### src/rtl/pmod_rate_monitor_pkg.sv
// Shared types and width helpers for the PMOD rate monitor.
// Holds the FSM state encoding and the gate-counter width derivation.
package pmod_rate_monitor_pkg;

    typedef enum logic [1:0] {
        ST_IDLE    = 2'd0,
        ST_ARM     = 2'd1,
        ST_MEASURE = 2'd2
    } mon_state_t;

    localparam int DEF_N_CH        = 4;
    localparam int DEF_CNT_W       = 28;
    localparam int DEF_GATE_CYCLES = 27_000_000;
    localparam int DEF_SYNC_STAGES = 2;

    // Smallest width (at least 1) whose range covers 0..value-1.
    function automatic int clog2_min1(input int value);
        int w;
        w = 1;
        while ((64'd1 << w) < 64'(value)) begin
            w = w + 1;
        end
        return w;
    endfunction

    function automatic int gate_width(input int gate_cycles);
        return clog2_min1(gate_cycles);
    endfunction

endpackage

### src/rtl/pmod_rate_monitor_channel.sv
// One monitored channel: synchroniser, rising-edge detect and saturating edge counter.
// O_count/O_ovf present the value including this cycle's edge, for publication on the last cycle.
module edge_rate_channel
    import pmod_rate_monitor_pkg::*;
#(
    parameter int CNT_W       = DEF_CNT_W,
    parameter int SYNC_STAGES = DEF_SYNC_STAGES
) (
    input  logic             I_clk,
    input  logic             I_rst,
    input  logic             I_sig,
    input  logic             I_clear,
    input  logic             I_count_en,
    input  logic             I_last,
    output logic [CNT_W-1:0] O_count,
    output logic             O_ovf
);

    localparam logic [CNT_W-1:0] CNT_MAX = '1;

    logic [SYNC_STAGES-1:0] sync_reg;
    logic                   prev_reg;
    logic [CNT_W-1:0]       cnt_reg;
    logic [CNT_W-1:0]       cnt_next;
    logic                   ovf_reg;
    logic                   ovf_next;
    logic                   edge_det;

    for (genvar gi = 0; gi < SYNC_STAGES; gi++) begin : g_sync
        if (gi == 0) begin : g_first
            always_ff @(posedge I_clk) begin
                if (I_rst) sync_reg[gi] <= 1'b0;
                else       sync_reg[gi] <= I_sig;
            end
        end else begin : g_rest
            always_ff @(posedge I_clk) begin
                if (I_rst) sync_reg[gi] <= 1'b0;
                else       sync_reg[gi] <= sync_reg[gi-1];
            end
        end
    end

    // prev follows the synchroniser in every state, so a level already high when arming is not an edge.
    always_ff @(posedge I_clk) begin
        if (I_rst) prev_reg <= 1'b0;
        else       prev_reg <= sync_reg[SYNC_STAGES-1];
    end

    assign edge_det = sync_reg[SYNC_STAGES-1] & ~prev_reg;

    always_comb begin
        cnt_next = cnt_reg;
        ovf_next = ovf_reg;
        if (I_count_en && edge_det) begin
            if (cnt_reg == CNT_MAX) ovf_next = 1'b1;
            else                    cnt_next = cnt_reg + CNT_W'(1);
        end
    end

    always_ff @(posedge I_clk) begin
        if (I_rst || I_clear || I_last) begin
            cnt_reg <= '0;
            ovf_reg <= 1'b0;
        end else begin
            cnt_reg <= cnt_next;
            ovf_reg <= ovf_next;
        end
    end

    assign O_count = cnt_next;
    assign O_ovf   = ovf_next;

endmodule

### src/rtl/pmod_rate_monitor.sv
// Multi-channel edge-rate meter: counts rising edges per channel over a fixed gate window,
// publishes counts, range alarms, overflow flags and a per-window heartbeat toggle.
module pmod_rate_monitor
    import pmod_rate_monitor_pkg::*;
#(
    parameter int N_CH        = DEF_N_CH,
    parameter int CNT_W       = DEF_CNT_W,
    parameter int GATE_CYCLES = DEF_GATE_CYCLES,
    parameter int SYNC_STAGES = DEF_SYNC_STAGES
) (
    input  logic                  I_clk,
    input  logic                  I_rst,
    input  logic                  I_enable,
    input  logic [N_CH-1:0]       I_sig,
    input  logic [CNT_W-1:0]      I_lo_thr,
    input  logic [CNT_W-1:0]      I_hi_thr,
    output logic [N_CH*CNT_W-1:0] O_count,
    output logic                  O_valid,
    output logic [N_CH-1:0]       O_alarm,
    output logic [N_CH-1:0]       O_overflow,
    output logic                  O_heartbeat,
    output logic                  O_busy
);

    localparam int GATE_W = gate_width(GATE_CYCLES);
    localparam int ARM_W  = clog2_min1(SYNC_STAGES + 1);
    localparam logic [GATE_W-1:0] GATE_LAST = GATE_W'(GATE_CYCLES - 1);
    localparam logic [ARM_W-1:0]  ARM_LAST  = ARM_W'(SYNC_STAGES);

    mon_state_t state_reg, state_next;
    logic [ARM_W-1:0]  arm_cnt_reg;
    logic [GATE_W-1:0] gate_cnt_reg;
    logic [CNT_W-1:0]  lo_reg, hi_reg;
    logic [CNT_W-1:0]  lo_cmp, hi_cmp;
    logic              measuring, first_cycle, last_cycle;

    logic [CNT_W-1:0]      ch_count [N_CH];
    logic [N_CH-1:0]       ch_ovf;
    logic [N_CH-1:0]       alarm_next;
    logic [N_CH*CNT_W-1:0] count_packed;

    logic [N_CH*CNT_W-1:0] count_reg;
    logic [N_CH-1:0]       alarm_reg, ovf_reg;
    logic                  valid_reg, heartbeat_reg, busy_reg;

    assign measuring   = (state_reg == ST_MEASURE);
    assign first_cycle = measuring && (gate_cnt_reg == '0);
    assign last_cycle  = measuring && (gate_cnt_reg == GATE_LAST);

    always_comb begin
        state_next = state_reg;
        case (state_reg)
            ST_IDLE:    if (I_enable) state_next = ST_ARM;
            ST_ARM:     if (!I_enable) state_next = ST_IDLE;
                        else if (arm_cnt_reg == ARM_LAST) state_next = ST_MEASURE;
            ST_MEASURE: if (!I_enable) state_next = ST_IDLE;
            default:    state_next = ST_IDLE;
        endcase
    end

    always_ff @(posedge I_clk) begin
        if (I_rst) begin
            state_reg    <= ST_IDLE;
            arm_cnt_reg  <= '0;
            gate_cnt_reg <= '0;
            lo_reg       <= '0;
            hi_reg       <= '0;
        end else begin
            state_reg   <= state_next;
            arm_cnt_reg <= (state_reg == ST_ARM) ? arm_cnt_reg + ARM_W'(1) : '0;
            if (measuring && !last_cycle) gate_cnt_reg <= gate_cnt_reg + GATE_W'(1);
            else                          gate_cnt_reg <= '0;
            if (first_cycle) begin
                lo_reg <= I_lo_thr;
                hi_reg <= I_hi_thr;
            end
        end
    end

    // On the first window cycle the registers are still loading, so compare against the live inputs.
    assign lo_cmp = first_cycle ? I_lo_thr : lo_reg;
    assign hi_cmp = first_cycle ? I_hi_thr : hi_reg;

    for (genvar gi = 0; gi < N_CH; gi++) begin : g_ch
        edge_rate_channel #(
            .CNT_W       (CNT_W),
            .SYNC_STAGES (SYNC_STAGES)
        ) u_ch (
            .I_clk      (I_clk),
            .I_rst      (I_rst),
            .I_sig      (I_sig[gi]),
            .I_clear    (!measuring),
            .I_count_en (measuring),
            .I_last     (last_cycle),
            .O_count    (ch_count[gi]),
            .O_ovf      (ch_ovf[gi])
        );
        assign count_packed[gi*CNT_W +: CNT_W] = ch_count[gi];
        assign alarm_next[gi] = (ch_count[gi] < lo_cmp) || (ch_count[gi] > hi_cmp);
    end

    always_ff @(posedge I_clk) begin
        if (I_rst) begin
            count_reg     <= '0;
            alarm_reg     <= '0;
            ovf_reg       <= '0;
            valid_reg     <= 1'b0;
            heartbeat_reg <= 1'b0;
            busy_reg      <= 1'b0;
        end else begin
            valid_reg <= last_cycle;
            busy_reg  <= (state_next != ST_IDLE);
            if (last_cycle) begin
                count_reg     <= count_packed;
                alarm_reg     <= alarm_next;
                ovf_reg       <= ch_ovf;
                heartbeat_reg <= ~heartbeat_reg;
            end
        end
    end

    assign O_count     = count_reg;
    assign O_valid     = valid_reg;
    assign O_alarm     = alarm_reg;
    assign O_overflow  = ovf_reg;
    assign O_heartbeat = heartbeat_reg;
    assign O_busy      = busy_reg;

endmodule

### config.mk
export PLATFORM = sky130hd
export DESIGN_NAME = pmod_rate_monitor
export DESIGN_NICKNAME = d
export VERILOG_FILES = /design/src/rtl/pmod_rate_monitor_pkg.sv /design/src/rtl/pmod_rate_monitor_channel.sv /design/src/rtl/pmod_rate_monitor.sv
export SDC_FILE = /design/constraint.sdc
export NUM_CORES = 1
export LEC_CHECK = 0
export BUFFER_PORTS_ARGS = -buffer_cell sky130_fd_sc_hd__buf_4
export CAP_MARGIN = 0
export CORE_MARGIN = 2
export CORE_UTILIZATION = 46
export CTS_CLUSTER_SIZE = 30
export DETAILED_ROUTE_END_ITERATION = 8
export GPL_ROUTABILITY_DRIVEN = 0
export PLACE_DENSITY = 0.61
export SLEW_MARGIN = 5
export SYNTH_ARGS = -nofsm -noshare
export SYNTH_HDL_FRONTEND = slang
export SYNTH_SLANG_ARGS = --single-unit
### constraint.sdc
create_clock -name I_clk -period 5.8 [get_ports I_clk]
set_input_delay 1.16 -clock I_clk [delete_from_list [all_inputs] [get_ports I_clk]]
set_output_delay 1.16 -clock I_clk [all_outputs]
set_load 0.01 [all_outputs]
==> run metrics <==
IO buf count=185; normalized max-slew margin=11.4%; fin nets=2587; R2R Path Start=state_reg[1]; Peak Freq=212 MHz; slowest stage cell, crit path=dfxtp_1; Synth Cell Area=18400 um^2; routed len/inst=20.8 um; first-pass GRT wire length=90.4 mm; critical path fanouts, max=12; Critical Path End Type=flip-flop; worst slew pin tran=1.29 ns; Power Dens Cells=223 nW/um^2; most common cell after layout, fill and taps aside=dfxtp_1; Setup crit start kind=flip-flop; outcome=finished, final reports clean; CTS buffer count=39; CTS tree=done; Crit Path Class=reg -> reg; reg-to-reg slack, setup=1.09 ns; die area=41600 um^2; most frequent cells in the layout=dfxtp_1, nor2_1, buf_4, ha_1, nand2_1; Reg clk slew, reported paths=0.06 ns; Placed Cells=2797; dominant synthesized flop cell=dfxtp_1; DR pass1 iterations=5; CTS Root Buffer Type=clkbuf_16; Arr. time, crit path=5.15 ns; GRT Max-Usage Layer=met2; Die Wd=204 um; WHS Path Cells=1; RSZ-0062 raised after global routing=no; reg2reg path depth=18; Post-synth EDFFs=0; dpl hpwl=44.1 mm; largest net degree at the start of global routing=114; Cell variety after synth=73; period utilization=81.2%; RR Endpoint=O_alarm[2]; crit-path cells=nand2b_1 > nor3b_1 > buf_4 > o21ai_0 > nor4_1 > buf_4 > nand3_1 > xor2_1 > inv_1 > ha_1 > nand2_1 > or3_1 > nor3_1 > o211ai_1 > a31oi_1 > nor3_1 > or3_1 > o31a_1; fin crit period=4.71 ns; Place WS=1.11 ns; multi-input logic area=11100 um^2; DRT Wirelength=59.5 mm; Max Cap Viol=0; routing usage on met3=3.16%; Req. time, crit path=6.24 ns; final global-route overflow total=0; Post-CTS Resized=0; via/cell ratio=5.69; sequential cell area=6730 um^2; FF+latch count, synth=336; Worst Min Path Start=arm_cnt_reg[0]; clock tree buffer depth=3; Setup WS post-layout=1.09 ns; Sw Share=21.2%; hold buffers post-CTS=0; Clock Sinks=336; io pins=186; # DRC=0; post-CTS setup buffers=0; Antenna diodes=0; peak supply drop=174 uV; Die Y=204 um; Row Count=73; routed vias=16.3k; final-report hold violation count=0; via count of the first global-routing pass=15.7k; share of cells above drive strength 1=15.2%; Clk pwr share=50.8%; met2 global-route usage=45.9%; area grow syn2layout=19.0%; initial core utilization=46.4%; Comb pwr share=1.8%; pins over their slew limit=0; WHS Endpoint=arm_cnt_reg[0]; cell count after synthesis=2109; Synth warnings=0; Post-Route Skew=0.0117 ns; Internal=0.00385 W; Detail Route Antenna Nets=0; Detailed Route Iter0 Violations=1156; Avg Cell Area, Syn=8.72 um^2; register area share after synthesis=36.6%; GR Util met1=37.5%; Synth Net Count=2383; core footprint=39600 um^2; Async SR Flop Fraction=0%; Layout Cells excl Fill=2862; Hold Crit Class=reg -> reg; # setup viols final=0; antenna violations before repair=1; CTS H-tree lvls=2; worst-skew pair later-pin latency=0.56 ns; number of fill cells=3717; Switching Power=0.00104 W; leakage power=9.40 nW; GRT Overall Usage=28.3%; Setup crit start=state_reg[1]; CP max stage delay=0.56 ns; Seq pwr share=47.4%; setup TNS=0 ns
==> cell type report <==
| cell class | count | share of cell area (%) |
|---|---|---|
| Inverter | 92 | 1.58 |
| Sequential cell | 336 | 30.7 |
| Clock buffer | 51 | 5.13 |
| Multi-Input combinational cell | 1604 | 50.5 |
| Clock inverter | 14 | 0.755 |
| Timing Repair Buffer | 240 | 8.31 |
| Tap cell | 525 | 3.00 |
==> power by group through the flow <==
stage / Combinational (W) / Clock [W] / Sequential (W)
floorplan: 0.0000324 / 0 / 0.00236
global placement: 0.0000868 / 0 / 0.00237
detailed placement: 0.0000876 / 0 / 0.00237
CTS: 0.0000876 / 0.00253 / 0.00232
global route: 0.0000921 / 0.00261 / 0.00231
finish: 0.0000871 / 0.00248 / 0.00232
==> stage by stage <==
step	util [%]	area, um^2	hold slack, ns	total power (W)
floorplan	-	18400	0.392	0.00240
global placement	52.0	20600	0.400	0.00245
detailed placement	52.0	20600	0.422	0.00245
CTS	55.2	21900	0.434	0.00493
global route	55.2	21900	0.459	0.00502
finish	55.2	21900	0.435	0.00488
==> layer usage <==
metal | wire length, um | vias to the layer above
met5 | 0 | -
met4 | 3050 | 0
met3 | 3050 | 130
met2 | 26900 | 495
met1 | 26600 | 7759
li1 | - | 7894
==> Yosys cell counts (14+ instances only) <==
master / count / area, um^2
nor3_1: 29 / 145
mux2i_1: 57 / 571
nor4_1: 16 / 100
nand4_1: 77 / 482
ha_1: 211 / 2640
and3_1: 25 / 156
nand3_1: 61 / 305
clkbuf_1: 47 / 176
o21ai_0: 45 / 225
a21o_1: 40 / 300
and2_1: 38 / 238
a31oi_1: 15 / 93.8
nor2_1: 319 / 1200
a211oi_1: 91 / 683
dfxtp_1: 336 / 6730
nand2b_1: 14 / 87.6
nor2b_1: 29 / 181
and4_1: 20 / 175
xnor2_1: 67 / 587
buf_1: 18 / 67.6
a21oi_1: 98 / 490
xor2_1: 57 / 499
inv_1: 86 / 323
nand2_1: 169 / 634
==> worst max-delay path by stage <==
stage,cells after the start,to,slack [ns]
floorplan,18,O_alarm[2],1.78
global placement,18,O_alarm[2],1.21
detailed placement,18,O_alarm[2],1.11
CTS,18,O_alarm[2],1.08
global route,18,O_alarm[2],0.67
finish,18,O_alarm[2],1.09
==> worst max-delay path: cells and delay by family, from the launching register on <==
kind	cells	cell delay (ns)
buffers and inverters	3	0.53
xor gates and xnor gates	1	0.32
DFF	1	0.56
adders and majority gates	1	0.31
and+or+nand+nor	9	2.21
AOI/OAI and AO/OA	4	0.67
==> logic make-up after synthesis <==
family                     synth area share [%]
AOI/OAI and AO/OA                          12.8
DFF                                        36.6
buffers and inverters                      3.53
xor gates and xnor gates                   6.17
muxes                                      3.71
adders and majority gates                  14.8
and+or+nand+nor                            22.4
No activity file was read; power rests on OpenSTA's default activity.
